**config.mk**
```make
export PLATFORM = sky130hd
export DESIGN_NAME = if_id_buf
export DESIGN_NICKNAME = d
export VERILOG_FILES = /design/src/rtl/cpu_defs.sv /design/src/rtl/skid_fifo2.sv /design/src/rtl/if_id_buf.sv
export SDC_FILE = /design/constraint.sdc
export NUM_CORES = 1
export LEC_CHECK = 0
export CORE_UTILIZATION = 39
export DETAILED_ROUTE_END_ITERATION = 10
export GPL_TIMING_DRIVEN = 0
export HOLD_SLACK_MARGIN = 0.02
export SLEW_MARGIN = 20
export SYNTH_ARGS = -nofsm -noshare
export SYNTH_HDL_FRONTEND = slang
export SYNTH_SLANG_ARGS = --single-unit
```
**constraint.sdc**
```tcl
create_clock -name clk -period 8.4 [get_ports clk]
set_clock_uncertainty 0.05 [all_clocks]
set_input_delay 1.68 -clock clk [delete_from_list [all_inputs] [get_ports clk]]
set_output_delay 1.68 -clock clk [all_outputs]
set_load 0.01 [all_outputs]
```
**src/rtl/cpu_defs.sv**
```systemverilog
// Shared CPU definitions: datapath width, canonical NOP and the fetch-entry layout.
package cpu_defs;

  localparam int XLEN = 32;

  // addi x0, x0, 0 -- what decode sees whenever there is no valid fetch.
  localparam logic [XLEN-1:0] NOP_INST = 32'h0000_0013;

  // Occupancy encoding of the 2-entry fetch buffer.
  localparam logic [1:0] OCC_EMPTY = 2'd0;
  localparam logic [1:0] OCC_FULL  = 2'd2;

  // One buffered fetch: the PC and the instruction word read at it.
  typedef struct packed {
    logic [XLEN-1:0] pc;
    logic [XLEN-1:0] inst;
  } fetch_t;

  localparam int FETCH_W = $bits(fetch_t);

endpackage

```
**src/rtl/skid_fifo2.sv**
```systemverilog
// Two-entry in-order FIFO with 1-bit wrapping pointers and a flush that
// drops all contents. Entry data is never cleared; only the count decides
// what is visible.
module skid_fifo2 #(
  parameter int WIDTH = 64
) (
  input  logic             clk,
  input  logic             rst,
  input  logic             flush_i,
  input  logic             push_i,
  input  logic             pop_i,
  input  logic [WIDTH-1:0] wdata_i,
  output logic [WIDTH-1:0] rdata_o,
  output logic [1:0]       count_o
);

  logic [WIDTH-1:0] mem_q [2];
  logic             wr_ptr_q, wr_ptr_d;
  logic             rd_ptr_q, rd_ptr_d;
  logic [1:0]       count_q, count_d;
  logic             push_ok, pop_ok;

  // Guard against overflow/underflow even if the caller misbehaves.
  assign push_ok = push_i & (count_q != 2'd2);
  assign pop_ok  = pop_i  & (count_q != 2'd0);

  // Next-state for pointers and count; flush wins over push and pop.
  always_comb begin
    wr_ptr_d = wr_ptr_q;
    rd_ptr_d = rd_ptr_q;
    count_d  = count_q;
    if (flush_i) begin
      wr_ptr_d = 1'b0;
      rd_ptr_d = 1'b0;
      count_d  = 2'd0;
    end else begin
      if (push_ok) wr_ptr_d = ~wr_ptr_q;
      if (pop_ok)  rd_ptr_d = ~rd_ptr_q;
      case ({push_ok, pop_ok})
        2'b10:   count_d = count_q + 2'd1;
        2'b01:   count_d = count_q - 2'd1;
        default: count_d = count_q;
      endcase
    end
  end

  // Pointer/count registers; reset overrides everything.
  always_ff @(posedge clk) begin
    if (rst) begin
      wr_ptr_q <= 1'b0;
      rd_ptr_q <= 1'b0;
      count_q  <= 2'd0;
    end else begin
      wr_ptr_q <= wr_ptr_d;
      rd_ptr_q <= rd_ptr_d;
      count_q  <= count_d;
    end
  end

  // Entry storage, written only on an accepted push; no reset needed.
  always_ff @(posedge clk) begin
    if (!rst && !flush_i && push_ok) mem_q[wr_ptr_q] <= wdata_i;
  end

  assign rdata_o = mem_q[rd_ptr_q];
  assign count_o = count_q;

endmodule

```
**src/rtl/if_id_buf.sv**
```systemverilog
// IF/ID pipeline buffer: a 2-entry fetch FIFO between IROM fetch and decode.
// Adds branch flush, NOP substitution on empty and id_valid masking on top of
// the raw FIFO. if_ready depends only on registered occupancy so the PC stall
// path never loops through decode's ready.
module if_id_buf
  import cpu_defs::*;
(
  input  logic            clk,
  input  logic            rst,
  input  logic [XLEN-1:0] if_pc,
  input  logic [XLEN-1:0] if_inst,
  input  logic            if_valid,
  output logic            if_ready,
  output logic [XLEN-1:0] id_pc,
  output logic [XLEN-1:0] id_inst,
  output logic            id_valid,
  input  logic            id_ready,
  input  logic            flush,
  output logic [1:0]      occupancy
);

  fetch_t               wr_entry;
  fetch_t               head;
  logic [FETCH_W-1:0]   head_raw;
  logic [1:0]           count;
  logic                 push, pop;
  logic [XLEN-1:0]      last_pc_q;

  assign wr_entry = '{pc: if_pc, inst: if_inst};

  // Full blocks fetch even if decode pops this cycle; space shows next cycle.
  assign if_ready = (count != OCC_FULL) & ~rst;
  assign push     = if_valid & if_ready & ~flush;

  // A flushing cycle presents nothing to decode, so nothing is popped either.
  assign id_valid = (count != OCC_EMPTY) & ~flush & ~rst;
  assign pop      = id_valid & id_ready;

  skid_fifo2 #(
    .WIDTH (FETCH_W)
  ) u_fifo (
    .clk     (clk),
    .rst     (rst),
    .flush_i (flush),
    .push_i  (push),
    .pop_i   (pop),
    .wdata_i (wr_entry),
    .rdata_o (head_raw),
    .count_o (count)
  );

  assign head = fetch_t'(head_raw);

  // Remember the last PC shown to decode so id_pc holds across bubbles.
  always_ff @(posedge clk) begin
    if (rst)           last_pc_q <= '0;
    else if (id_valid) last_pc_q <= head.pc;
  end

  assign id_inst   = id_valid ? head.inst : NOP_INST;
  assign id_pc     = rst ? '0 : (id_valid ? head.pc : last_pc_q);
  assign occupancy = count;

endmodule

```
======== Word level (Yosys, flattened, before mapping) ========
Memory sizes are Yosys's and may differ from the RTL's. A register that Yosys moved wholly into a read port is not among the register bits.
Index checks and enable logic that the tools add are counted.
word-level totals
  register bits after elaboration ......... 36
  latch bits .............................. 0
  RAM bits ................................ 128
  memory bits (read-only) ................. 0
  output and inout bits ................... 68
  memories ................................ 1
operators by class
  $add $sub $neg .......................... 2
  multipliers ............................. 0
  divide/modulo/power cells ............... 0
  magnitude comparators ................... 0
  eq/ne operators ......................... 3
  shift-type cells ........................ 0
  mux-type cells .......................... 8
  bitwise gates (word level) .............. 12
  reductions and logical operators ........ 7
memories
  memory        depth  bits a word  rd ports  clocked after memory_dff  write ports  RTL line          source
  u_fifo.mem_q  2      64           1         1                         1            skid_fifo2.sv:17  logic [WIDTH-1:0] mem_q [2];
operators by type and width
  kind                                               count
  2-to-1 mux 32 bit                                  3
  AND 1 bit                                          8
  2-to-1 mux 1 bit                                   4
  NOT 1 bit                                          4
  one-hot mux 2 bit (2 select lines)                 1
  nonzero test 2 bit                                 2
  adder 2 x 1 -> 2 bit (second input constant)       1
  == test 2 x 1 -> 1 bit (second input constant)     1
  == test 2 bit (second input constant)              1
  logical AND 1 bit                                  2
  logical NOT 1 bit                                  2
  inequality test 2 bit (second input constant)      1
  OR reduction 2 bit                                 1
  subtractor 2 x 1 -> 2 bit (second input constant)  1

======== Logic depth before layout (Yosys ltp) ========
Gate-level depths: netlist of the first run.
  word-level depth ........................ 8
  mapped depth ............................ 8

======== Modules after synthesis ========
Synthesis of the first run repeated with hierarchy kept, for this count alone.
second synthesis, totals
  cells, all modules ...................... 413
  area total of the unflattened synthesis .. 6,759.0 um^2
modules (own cells, without submodules)
  module      times used  cells an instance  area each (um^2)
  skid_fifo2  1           226                4,830.9
  if_id_buf   1           187                1,928.1

======== Least setup slack after synthesis of the first run ========
OpenSTA, ideal clock, no wires.
  path kind ............................... input -> register
  from .................................... in rst
  to ...................................... mem u_fifo.mem_q[0][0] (enable)
  arrival ................................. 4.863 ns
  data required time ...................... 7.863 ns
  slack ................................... 3.001 ns
  cell stages on the path ................. 4
  path buffers ............................ 1
  path through ............................ buf_2 > nor2_8 > nand3_1 > nor2_1
on the way
  cells in the longest elaborated chain, start to end .. 8
  elaborated cells between the ends (all ways) .. 10
  those cells by class .................... mux: 2; bitwise: 5; reduce/logical: 3
RTL lines
  item                                      RTL line          source
  from (decl)                               if_id_buf.sv:9    input logic rst,
  NOT 1 bit                                 if_id_buf.sv:32   assign if_ready = (count != OCC_FULL) & ~rst;
  AND 1 bit                                 if_id_buf.sv:32
  AND 1 bit (2 in a row)                    if_id_buf.sv:33   assign push = if_valid & if_ready & ~flush;
  AND 1 bit                                 skid_fifo2.sv:24  assign push_ok = push_i & (count_q != 2'd2);
  logical AND 1 bit *                       skid_fifo2.sv:62  if (!rst && !flush_i && push_ok) mem_q[wr_ptr_q] <= wdata_i;
  2-to-1 mux 1 bit *                        skid_fifo2.sv:62
  2-to-1 mux 1 bit (implied by the code) *  skid_fifo2.sv:62
  to (decl)                                 skid_fifo2.sv:17
Mark *: on every way between the ends. The rest lies on a longest branch, timed or not.

======== Worst setup path in the final report of the first run ========
  from .................................... in flush
  to ...................................... out id_pc[4]
on the way
  cells in the longest elaborated chain, start to end .. 5
RTL lines
  item                            RTL line         source
  from (decl)                     if_id_buf.sv:18  input logic flush,
  NOT 1 bit                       if_id_buf.sv:36  assign id_valid = (count != OCC_EMPTY) & ~flush & ~rst;
  AND 1 bit (2 in a row)          if_id_buf.sv:36
  2-to-1 mux 32 bit (2 in a row)  --
  to (decl)                       if_id_buf.sv:14  output logic [XLEN-1:0] id_pc,
No other way between the ends.

==> results of run 1 <==
[logic make-up (layout without fill, tap and decap cells)]
| family | count (synthesis) | count (layout) | share of synthesized area [%] |
|---|---|---|---|
| AO/OA/AOI/OAI | 66 | 66 | 8.70 |
| buffers and inverters | 27 | 198 | 2.78 |
| flip-flops | 165 | 165 | 73.8 |
| XOR/XNOR | 2 | 2 | 0.282 |
| AND/OR/NAND/NOR | 46 | 46 | 3.50 |
| multiplexers | 67 | 67 | 10.8 |
| adder cells (fa/ha/maj) | 1 | 1 | 0.201 |
[worst paths after layout]
kind                            slack (ns)                            from                       endpoint  cells after the start
worst min-delay path                  0.41    u_fifo.rd_ptr_q$_SDFFE_PP0P_   u_fifo.rd_ptr_q$_SDFFE_PP0P_                      1
worst max-delay path                  2.97                           flush                       id_pc[4]                      6
worst max register to register        6.09  u_fifo.count_o[0]$_SDFFE_PP0P_  u_fifo.mem_q[0][22]$_DFFE_PP_                      5
worst min register to register        0.41    u_fifo.rd_ptr_q$_SDFFE_PP0P_   u_fifo.rd_ptr_q$_SDFFE_PP0P_                      1
[metrics by stage]
stage | std cells | hold WS, ns | utilization (%)
after floorplan | 374 | 0.387 | -
after global placement | 720 | 0.395 | 50.9
after detailed placement | 724 | 0.409 | 51.6
after CTS | 756 | 0.417 | 55.1
after global routing | 756 | 0.430 | 55.1
final | 756 | 0.413 | 55.1
[power breakdown]
part	switching [mW]	internal, mW
Combinational	0.0371	0.0437
Clock	0.291	0.433
Sequential	0.00358	0.894
Total	0.332	1.37
[critical path: cells and delay by family]
family / cells / cell delay (ns)
AO/OA/AOI/OAI: 2 / 0.41
AND/OR/NAND/NOR: 1 / 0.23
buffers and inverters: 3 / 1.37
[routing by layer]
layer,track usage (%),wire (microns),up-vias
li1,-,-,1735
met1,19.6,5420,1742
met2,26.6,5960,107
met3,7.35,1080,9
met4,4.57,104,0
met5,0,0,-
[cell usage after synthesis]
cell	instances	share of area, %
sky130_fd_sc_hd__a211oi_1	6	0.72
sky130_fd_sc_hd__a211oi_2	26	5.2
sky130_fd_sc_hd__a21oi_1	33	2.7
sky130_fd_sc_hd__and3_4	1	0.18
sky130_fd_sc_hd__buf_2	13	1.0
sky130_fd_sc_hd__buf_4	4	0.48
sky130_fd_sc_hd__buf_6	5	0.91
sky130_fd_sc_hd__clkbuf_1	3	0.18
sky130_fd_sc_hd__dfxtp_1	37	12
sky130_fd_sc_hd__edfxtp_1	128	62
sky130_fd_sc_hd__ha_1	1	0.20
sky130_fd_sc_hd__inv_1	1	0.060
sky130_fd_sc_hd__inv_4	1	0.10
sky130_fd_sc_hd__mux2i_1	67	11
sky130_fd_sc_hd__nand2_1	5	0.30
sky130_fd_sc_hd__nand2_4	1	0.18
sky130_fd_sc_hd__nand2b_1	1	0.10
sky130_fd_sc_hd__nand3_1	1	0.080
sky130_fd_sc_hd__nor2_1	32	1.9
sky130_fd_sc_hd__nor2_8	1	0.32
sky130_fd_sc_hd__nor2b_1	1	0.10
sky130_fd_sc_hd__o21ai_0	1	0.080
sky130_fd_sc_hd__or2_1	1	0.10
sky130_fd_sc_hd__or2_2	1	0.10
sky130_fd_sc_hd__or3_1	1	0.10
sky130_fd_sc_hd__xnor2_1	1	0.14
sky130_fd_sc_hd__xor2_1	1	0.14
[area by class of cell]
cell class                 count  area (sq um)  share of cell area, %
inverter                       2          10.0                  0.118
tap                          211           264                   3.11
clock inverter                11           110                   1.30
multi-input combinational    182          1470                   17.4
timing repair buffer         139          1430                   16.9
buffer                        25           163                   1.92
clock buffer                  21           440                   5.20
sequential                   165          4580                   54.1
[flip-flops by register name, indices dropped and copies added, names as in the netlist, named ones only]
register and count:
last_pc_q 32, u_fifo.count_o 2, u_fifo.mem_q 128, u_fifo.rd_ptr_q 1, u_fifo.wr_ptr_q 1
==> summary.txt, run 1 <==
Run status - completed
Period utilization - 64.6%
First-pass GRT wire length - 20000 microns
Critical path peak fanout - 10
RePlAce Congestion - 0.683
Final setup violating endpoints - 0
Height of the chip - 128 microns
GRT Overall Usage - 16.4%
Post-route DRC - 0
Sequence of cells on the critical path - clkdlybuf4s50_1, nor2_8, buf_2, a21oi_1, a211oi_1, clkdlybuf4s50_1
Relative slew slack - 46.5%
Vias in the first global route - 3844
H-tree Lvls - 4
Maximum cell stage delay along the critical path - 0.60 ns
Register bit total from synthesis - 165
Fillcell total - 1235
Instance count of the mapped netlist - 374
Diodes inserted - 0
Worst vdd rail ir drop - 0.133 mV
Post-detail-place hpwl - 8370 microns
Starting DRC count in detailed routing - 159
Maximum number of pins on one net before global-route repair - 25
Hold-fix buffers at CTS - 0
Classification of the worst setup path - primary input to output pin
Post-route cell area - 0.00848 sq mm
Final sum of negative setup slack - 0 ns
Standard-cell row count - 45
Worst setup SP type - primary input
Timing-limited maximum frequency - 184 MHz
Cells resized by post-CTS repair - 0
Arrival time at the worst endpoint - 3.70 ns
Max stage delay cell, worst path - sky130_fd_sc_hd__clkdlybuf4s50_1
Total number of vias - 3593
Setup Slack @ Placement - 2.95 ns
Buffer depth of the longest clock path - 2
Initial antenna violation count - 0
Routed wire per std cell - 16.6 microns
Syn_area_per_cell - 16.6 sq um
Final slew viol count - 0
Area of the core - 0.0154 sq mm
Min Clock Period, post-route - 5.43 ns
Unrepaired setup endpoints after global routing - no
Clock latency of the later-clocked register in the worst-skew pair - 0.41 ns
Number of top-level pins - 137
Worst Max-Slew Pin Slew - 0.802 ns
Fraction of final layout cells sized beyond drive strength 1 - 15.4%
TritonCTS sink count - 165
Synth Net Count - 444
Sum of overflow across all layers after global routing - 0
Most frequent standard cell in the layout excluding fill and tap cells - sky130_fd_sc_hd__clkdlybuf4s50_1
Post-layout worst setup margin - 2.97 ns
Post-placement cell area - 0.00793 sq mm
Starting density of the core - 40.4%
Clock input transition at the sequential cells of the worst setup and hold paths - 0.06 ns
Number of warnings issued by yosys - 0
Average vias per placed instance - 4.75
TritonCTS clock tree - done
CTS buffer count - 17
CTS Root Cell - sky130_fd_sc_hd__clkbuf_16
Commonest cells after routing, fill and taps aside - sky130_fd_sc_hd__clkdlybuf4s50_1, sky130_fd_sc_hd__edfxtp_1, sky130_fd_sc_hd__mux2i_1
DIE AREA - 0.0164 sq mm
Number of input and output port buffers inserted - 135
Cell area power density - 201 mW/mm^2
Count of cell types in the netlist - 27
Fin nets - 602
TritonRoute pass-1 iters - 5
Count of nets left with antenna violations after detail routing - 0
Final wirelength - 12600 microns
Required time of the critical path - 6.67 ns
Post-Synthesis Cell Area - 0.00622 sq mm
Number of hold violations in the final report - 0
Overall power consumption - 1.70 mW
LEAKAGE - 2.66 nW
Critical path endpoint category - output pin
Area growth from synthesis to final layout - 36.4%
Worst hold path class - register to register
Sequential share of the synthesized area - 73.8%
Most prevalent standard cell on the critical path - sky130_fd_sc_hd__clkdlybuf4s50_1
Max_cap viols - 0
Buffer count from post-CTS setup fixing - 0
Width of the die - 128 microns
Power figures use the tool's default switching activity.
==> run 2: changes to the inputs <==
PLACE_DENSITY = 0.67   (was not set)
clock period = 4.5 ns   (was 8.4 ns; I/O delays follow)
==> summary.txt, run 2 (synthesized netlist as in run 1, its figures left out) <==
Buffer depth of the longest clock path - 2
Run status - completed
Clock input transition at the sequential cells of the worst setup and hold paths - 0.06 ns
Worst hold path class - register to register
Sum of overflow across all layers after global routing - 0
DIE AREA - 0.0164 sq mm
Standard-cell row count - 45
Worst vdd rail ir drop - 0.304 mV
Cell area power density - 376 mW/mm^2
Total number of vias - 3623
Post-route cell area - 0.00857 sq mm
Final wirelength - 13000 microns
Sequence of cells on the critical path - clkdlybuf4s50_1, nor2_8, buf_2, a21oi_1, a211oi_1, clkdlybuf4s50_1
Timing-limited maximum frequency - 255 MHz
Required time of the critical path - 3.55 ns
Unrepaired setup endpoints after global routing - no
Worst Max-Slew Pin Slew - 0.787 ns
Maximum number of pins on one net before global-route repair - 21
CTS buffer count - 17
Max_cap viols - 0
RePlAce Congestion - 0.732
Cells resized by post-CTS repair - 0
Starting density of the core - 40.4%
Switching portion of total power - 20.7%
Relative slew slack - 47.6%
Fraction of power consumed by the clock network - 43.1%
Hold-fix buffers at CTS - 0
Fillcell total - 1204
Count of nets left with antenna violations after detail routing - 0
Min Clock Period, post-route - 3.93 ns
Starting DRC count in detailed routing - 187
Commonest cells after routing, fill and taps aside - sky130_fd_sc_hd__clkdlybuf4s50_1, sky130_fd_sc_hd__edfxtp_1, sky130_fd_sc_hd__mux2i_1
Post-layout worst setup margin - 0.573 ns
Worst setup SP type - primary input
Average vias per placed instance - 4.78
Post-route DRC - 0
Net load switching power - 0.666 mW
First-pass GRT wire length - 19800 microns
TritonCTS clock tree - done
Part of the power in combinational logic - 4.8%
Number of input and output port buffers inserted - 135
Delay-heaviest family, CP - buffers and inverters
GRT Overall Usage - 16.5%
Area of the core - 0.0154 sq mm
Classification of the worst setup path - primary input to output pin
Diodes inserted - 0
TritonCTS sink count - 165
Clock latency of the later-clocked register in the worst-skew pair - 0.41 ns
LEAKAGE - 2.71 nW
CTS Root Cell - sky130_fd_sc_hd__clkbuf_16
Height of the chip - 128 microns
Initial antenna violation count - 2
Critical path peak fanout - 10
Final setup violating endpoints - 0
Footprint of the flip-flops and latches - 0.00458 sq mm
Footprint of the multi-input gates - 0.00147 sq mm
Most frequent standard cell in the layout excluding fill and tap cells - sky130_fd_sc_hd__clkdlybuf4s50_1
Max stage delay cell, worst path - sky130_fd_sc_hd__clkdlybuf4s50_1
Buffer count from post-CTS setup fixing - 0
Worst Path Buf+Inv - 3
TritonRoute pass-1 iters - 4
Setup Slack @ Placement - 0.544 ns
Post-detail-place hpwl - 8800 microns
Maximum cell stage delay along the critical path - 0.60 ns
Routed wire per std cell - 17.1 microns
Vias in the first global route - 3806
Number of hold violations in the final report - 0
Setup slack of the worst register-to-register path - 2.36 ns
Fraction of final layout cells sized beyond drive strength 1 - 17.0%
Relative contribution of sequential cells to total power - 52.1%
Max reg flops - 128
Most prevalent standard cell on the critical path - sky130_fd_sc_hd__clkdlybuf4s50_1
Area growth from synthesis to final layout - 37.8%
Period utilization - 87.3%
Critical path endpoint category - output pin
Post-placement cell area - 0.00800 sq mm
H-tree Lvls - 4
Number of top-level pins - 137
Most flop-heavy register - u_fifo.mem_q
Cell internal pwr - 2.55 mW
Final sum of negative setup slack - 0 ns
Fin nets - 604
Width of the die - 128 microns
Arrival time at the worst endpoint - 2.98 ns
Final slew viol count - 0
## run 2: power groups by stage
stage          clock, mW  combinational [mW]  sequential [mW]
4_1_cts             1.42               0.158             1.68
3_5_place_dp           0               0.157             1.71
2_1_floorplan          0              0.0528             1.71
5_1_grt             1.48               0.167             1.68
3_3_place_gp           0               0.143             1.71
6_report            1.39               0.156             1.68
## run 2: final cells by class
type / count / share of cell area, %
plain buffers: 25 / 1.90
clock buffers: 18 / 5.26
clock inverters: 14 / 1.40
inverters: 2 / 0.117
multi-input cells: 182 / 17.2
flip-flops and latches: 165 / 53.5
well taps: 211 / 3.08
repair buffers: 141 / 17.5
## run 2: metal layers
metal / track usage (%) / share of wire, % / up-vias
li1: - / - / 1747
met1: 19.0 / 42 / 1730
met2: 26.8 / 47 / 124
met3: 8.01 / 9.3 / 18
met4: 5.40 / 1.2 / 4
met5: 0 / 0.21 / -
## run 2: through the flow
step	util, %	hold WS, ns	cells	total power, mW
final	55.7	0.428	758	3.22
after global routing	55.7	0.461	758	3.32
after CTS	55.7	0.427	758	3.25
after detailed placement	52.0	0.413	726	1.87
after global placement	50.9	0.394	720	1.86
after floorplan	-	0.387	374	1.76
## run 2: worst paths after layout
path                                                     start                            to  depth (start not counted)
worst max register to register  u_fifo.count_o[0]$_SDFFE_PP0P_  u_fifo.mem_q[0][6]$_DFFE_PP_                          5
worst min-delay path              u_fifo.rd_ptr_q$_SDFFE_PP0P_  u_fifo.rd_ptr_q$_SDFFE_PP0P_                          1
worst min register to register    u_fifo.rd_ptr_q$_SDFFE_PP0P_  u_fifo.rd_ptr_q$_SDFFE_PP0P_                          1
worst max-delay path                                     flush                      id_pc[3]                          6
## run 2: worst register-to-register path: stages (launching register included)
cell                       delay, ns
sky130_fd_sc_hd__dfxtp_1        0.43
sky130_fd_sc_hd__nand2b_1       0.15
sky130_fd_sc_hd__nand3_1        0.25
sky130_fd_sc_hd__nor2_4         0.54
sky130_fd_sc_hd__buf_12         0.26
sky130_fd_sc_hd__buf_16         0.18
==> run 3: changes to the inputs <==
SLEW_MARGIN = 40   (was 20)
==> summary.txt, run 3 (synthesized netlist as in run 1, its figures left out) <==
Run status - completed
Clock input transition at the sequential cells of the worst setup and hold paths - 0.06 ns
Post-detail-place hpwl - 8870 microns
Number of input and output port buffers inserted - 135
Placed insts - 728
Clock latency of the later-clocked register in the worst-skew pair - 0.41 ns
Routed wire per std cell - 16.9 microns
Total number of vias - 3585
Critical path peak fanout - 10
Classification of the worst setup path - primary input to output pin
Post-route cell area - 0.00865 sq mm
Most frequent standard cell in the layout excluding fill and tap cells - sky130_fd_sc_hd__clkdlybuf4s50_1
Period utilization - 87.1%
Unrepaired setup endpoints after global routing - no
Vias in the first global route - 3780
Delay-heaviest family, CP - buffers and inverters
Min Clock Period, post-route - 3.92 ns
TritonCTS sink count - 165
Worst vdd rail ir drop - 0.291 mV
Height of the chip - 128 microns
Starting DRC count in detailed routing - 115
Footprint of the multi-input gates - 0.00147 sq mm
H-tree Lvls - 4
Worst hold path class - register to register
Post-placement cell area - 0.00799 sq mm
CTS Root Cell - sky130_fd_sc_hd__clkbuf_16
Maximum cell stage delay along the critical path - 0.61 ns
Arrival time at the worst endpoint - 2.97 ns
Width of the die - 128 microns
Sum of overflow across all layers after global routing - 0
Footprint of the flip-flops and latches - 0.00458 sq mm
Fraction of final layout cells sized beyond drive strength 1 - 17.3%
Worst setup SP type - primary input
Average vias per placed instance - 4.72
Maximum number of pins on one net before global-route repair - 19
Initial antenna violation count - 0
Diodes inserted - 0
DIE AREA - 0.0164 sq mm
Starting density of the core - 40.4%
Final setup violating endpoints - 0
TritonCTS clock tree - done
CTS buffer count - 17
Worst Path Buf+Inv - 3
Post-route DRC - 0
Area growth from synthesis to final layout - 39.1%
Most prevalent standard cell on the critical path - sky130_fd_sc_hd__clkdlybuf4s50_1
Most flop-heavy register - u_fifo.mem_q
Buffer depth of the longest clock path - 2
Number of hold violations in the final report - 0
Standard-cell row count - 45
Sequence of cells on the critical path - clkdlybuf4s50_1, nor2_8, buf_2, a21oi_1, a211oi_1, clkdlybuf4s50_1
Overall power consumption - 3.38 mW
Max reg flops - 128
Cell area power density - 391 mW/mm^2
GRT Overall Usage - 16.3%
Final standard cell utilization of the core - 56.3%
Area of the core - 0.0154 sq mm
Critical path endpoint category - output pin
Hold-fix buffers at CTS - 0
Number of top-level pins - 137
Number of cells in the finished layout apart from fillers - 760
Fin nets - 606
LEAKAGE - 2.75 nW
Relative slew slack - 48.2%
Final sum of negative setup slack - 0 ns
RePlAce Congestion - 0.732
Buffer count from post-CTS setup fixing - 0
Max stage delay cell, worst path - sky130_fd_sc_hd__clkdlybuf4s50_1
Fillcell total - 1196
Commonest cells after routing, fill and taps aside - sky130_fd_sc_hd__clkdlybuf4s50_1, sky130_fd_sc_hd__edfxtp_1, sky130_fd_sc_hd__mux2i_1
Cells resized by post-CTS repair - 0
Final slew viol count - 0
First-pass GRT wire length - 19600 microns
Final wirelength - 12800 microns
Worst Max-Slew Pin Slew - 0.777 ns
Timing-limited maximum frequency - 255 MHz
TritonRoute pass-1 iters - 4
Count of nets left with antenna violations after detail routing - 0
Required time of the critical path - 3.55 ns
Max_cap viols - 0
## run 3: cell count changes in the layout (fill, tap and decap cells not counted), sizes merged
cell | before | now
clkbuf | 21 | 26
inv | 8 | 4
clkinv | 5 | 2
buf | 28 | 30
bufinv | 1 | 3
## run 3: path summary, 6_finish.rpt
check                           depth (start not counted)                              to                            from  slack, ns
worst max-delay path                                    6                        id_pc[3]                           flush       0.58
worst min-delay path                                    1    u_fifo.rd_ptr_q$_SDFFE_PP0P_    u_fifo.rd_ptr_q$_SDFFE_PP0P_       0.43
worst max register to register                          7  u_fifo.count_o[1]$_SDFFE_PP0P_  u_fifo.count_o[0]$_SDFFE_PP0P_       2.52
worst min register to register                          1    u_fifo.rd_ptr_q$_SDFFE_PP0P_    u_fifo.rd_ptr_q$_SDFFE_PP0P_       0.43
## run 3: area by class of cell
class,instances,share of cell area [%]
Timing Repair Buffer,143,17.3
Inverter,2,0.116
Clock inverter,9,1.58
Sequential cell,165,53.0
Multi-Input combinational cell,182,17.0
Clock buffer,23,6.00
Tap cell,211,3.05
Buffer,25,1.88
## run 3: where the power goes
part           internal [mW]  switching (mW)  total [mW]
Sequential              1.67         0.00701        1.68
Combinational         0.0843          0.0704       0.155
Clock                  0.985           0.564        1.55
Total                   2.74           0.641        3.38
## run 3: stage by stage
step | setup WS (ns) | hold slack, ns
floorplan | -0.119 | 0.387
global placement | -2.38 | 0.394
detailed placement | 0.555 | 0.418
CTS | 0.540 | 0.428
global route | 0.472 | 0.460
finish | 0.582 | 0.434
## run 3: routing by layer
metal  track usage (%)  wire length (microns)  part of all wire (%)
met5                 0                      0                     0
met4              4.78                     92                  0.72
met3              8.22                   1220                   9.5
met2              26.3                   6150                    48
met1              19.0                   5370                    42
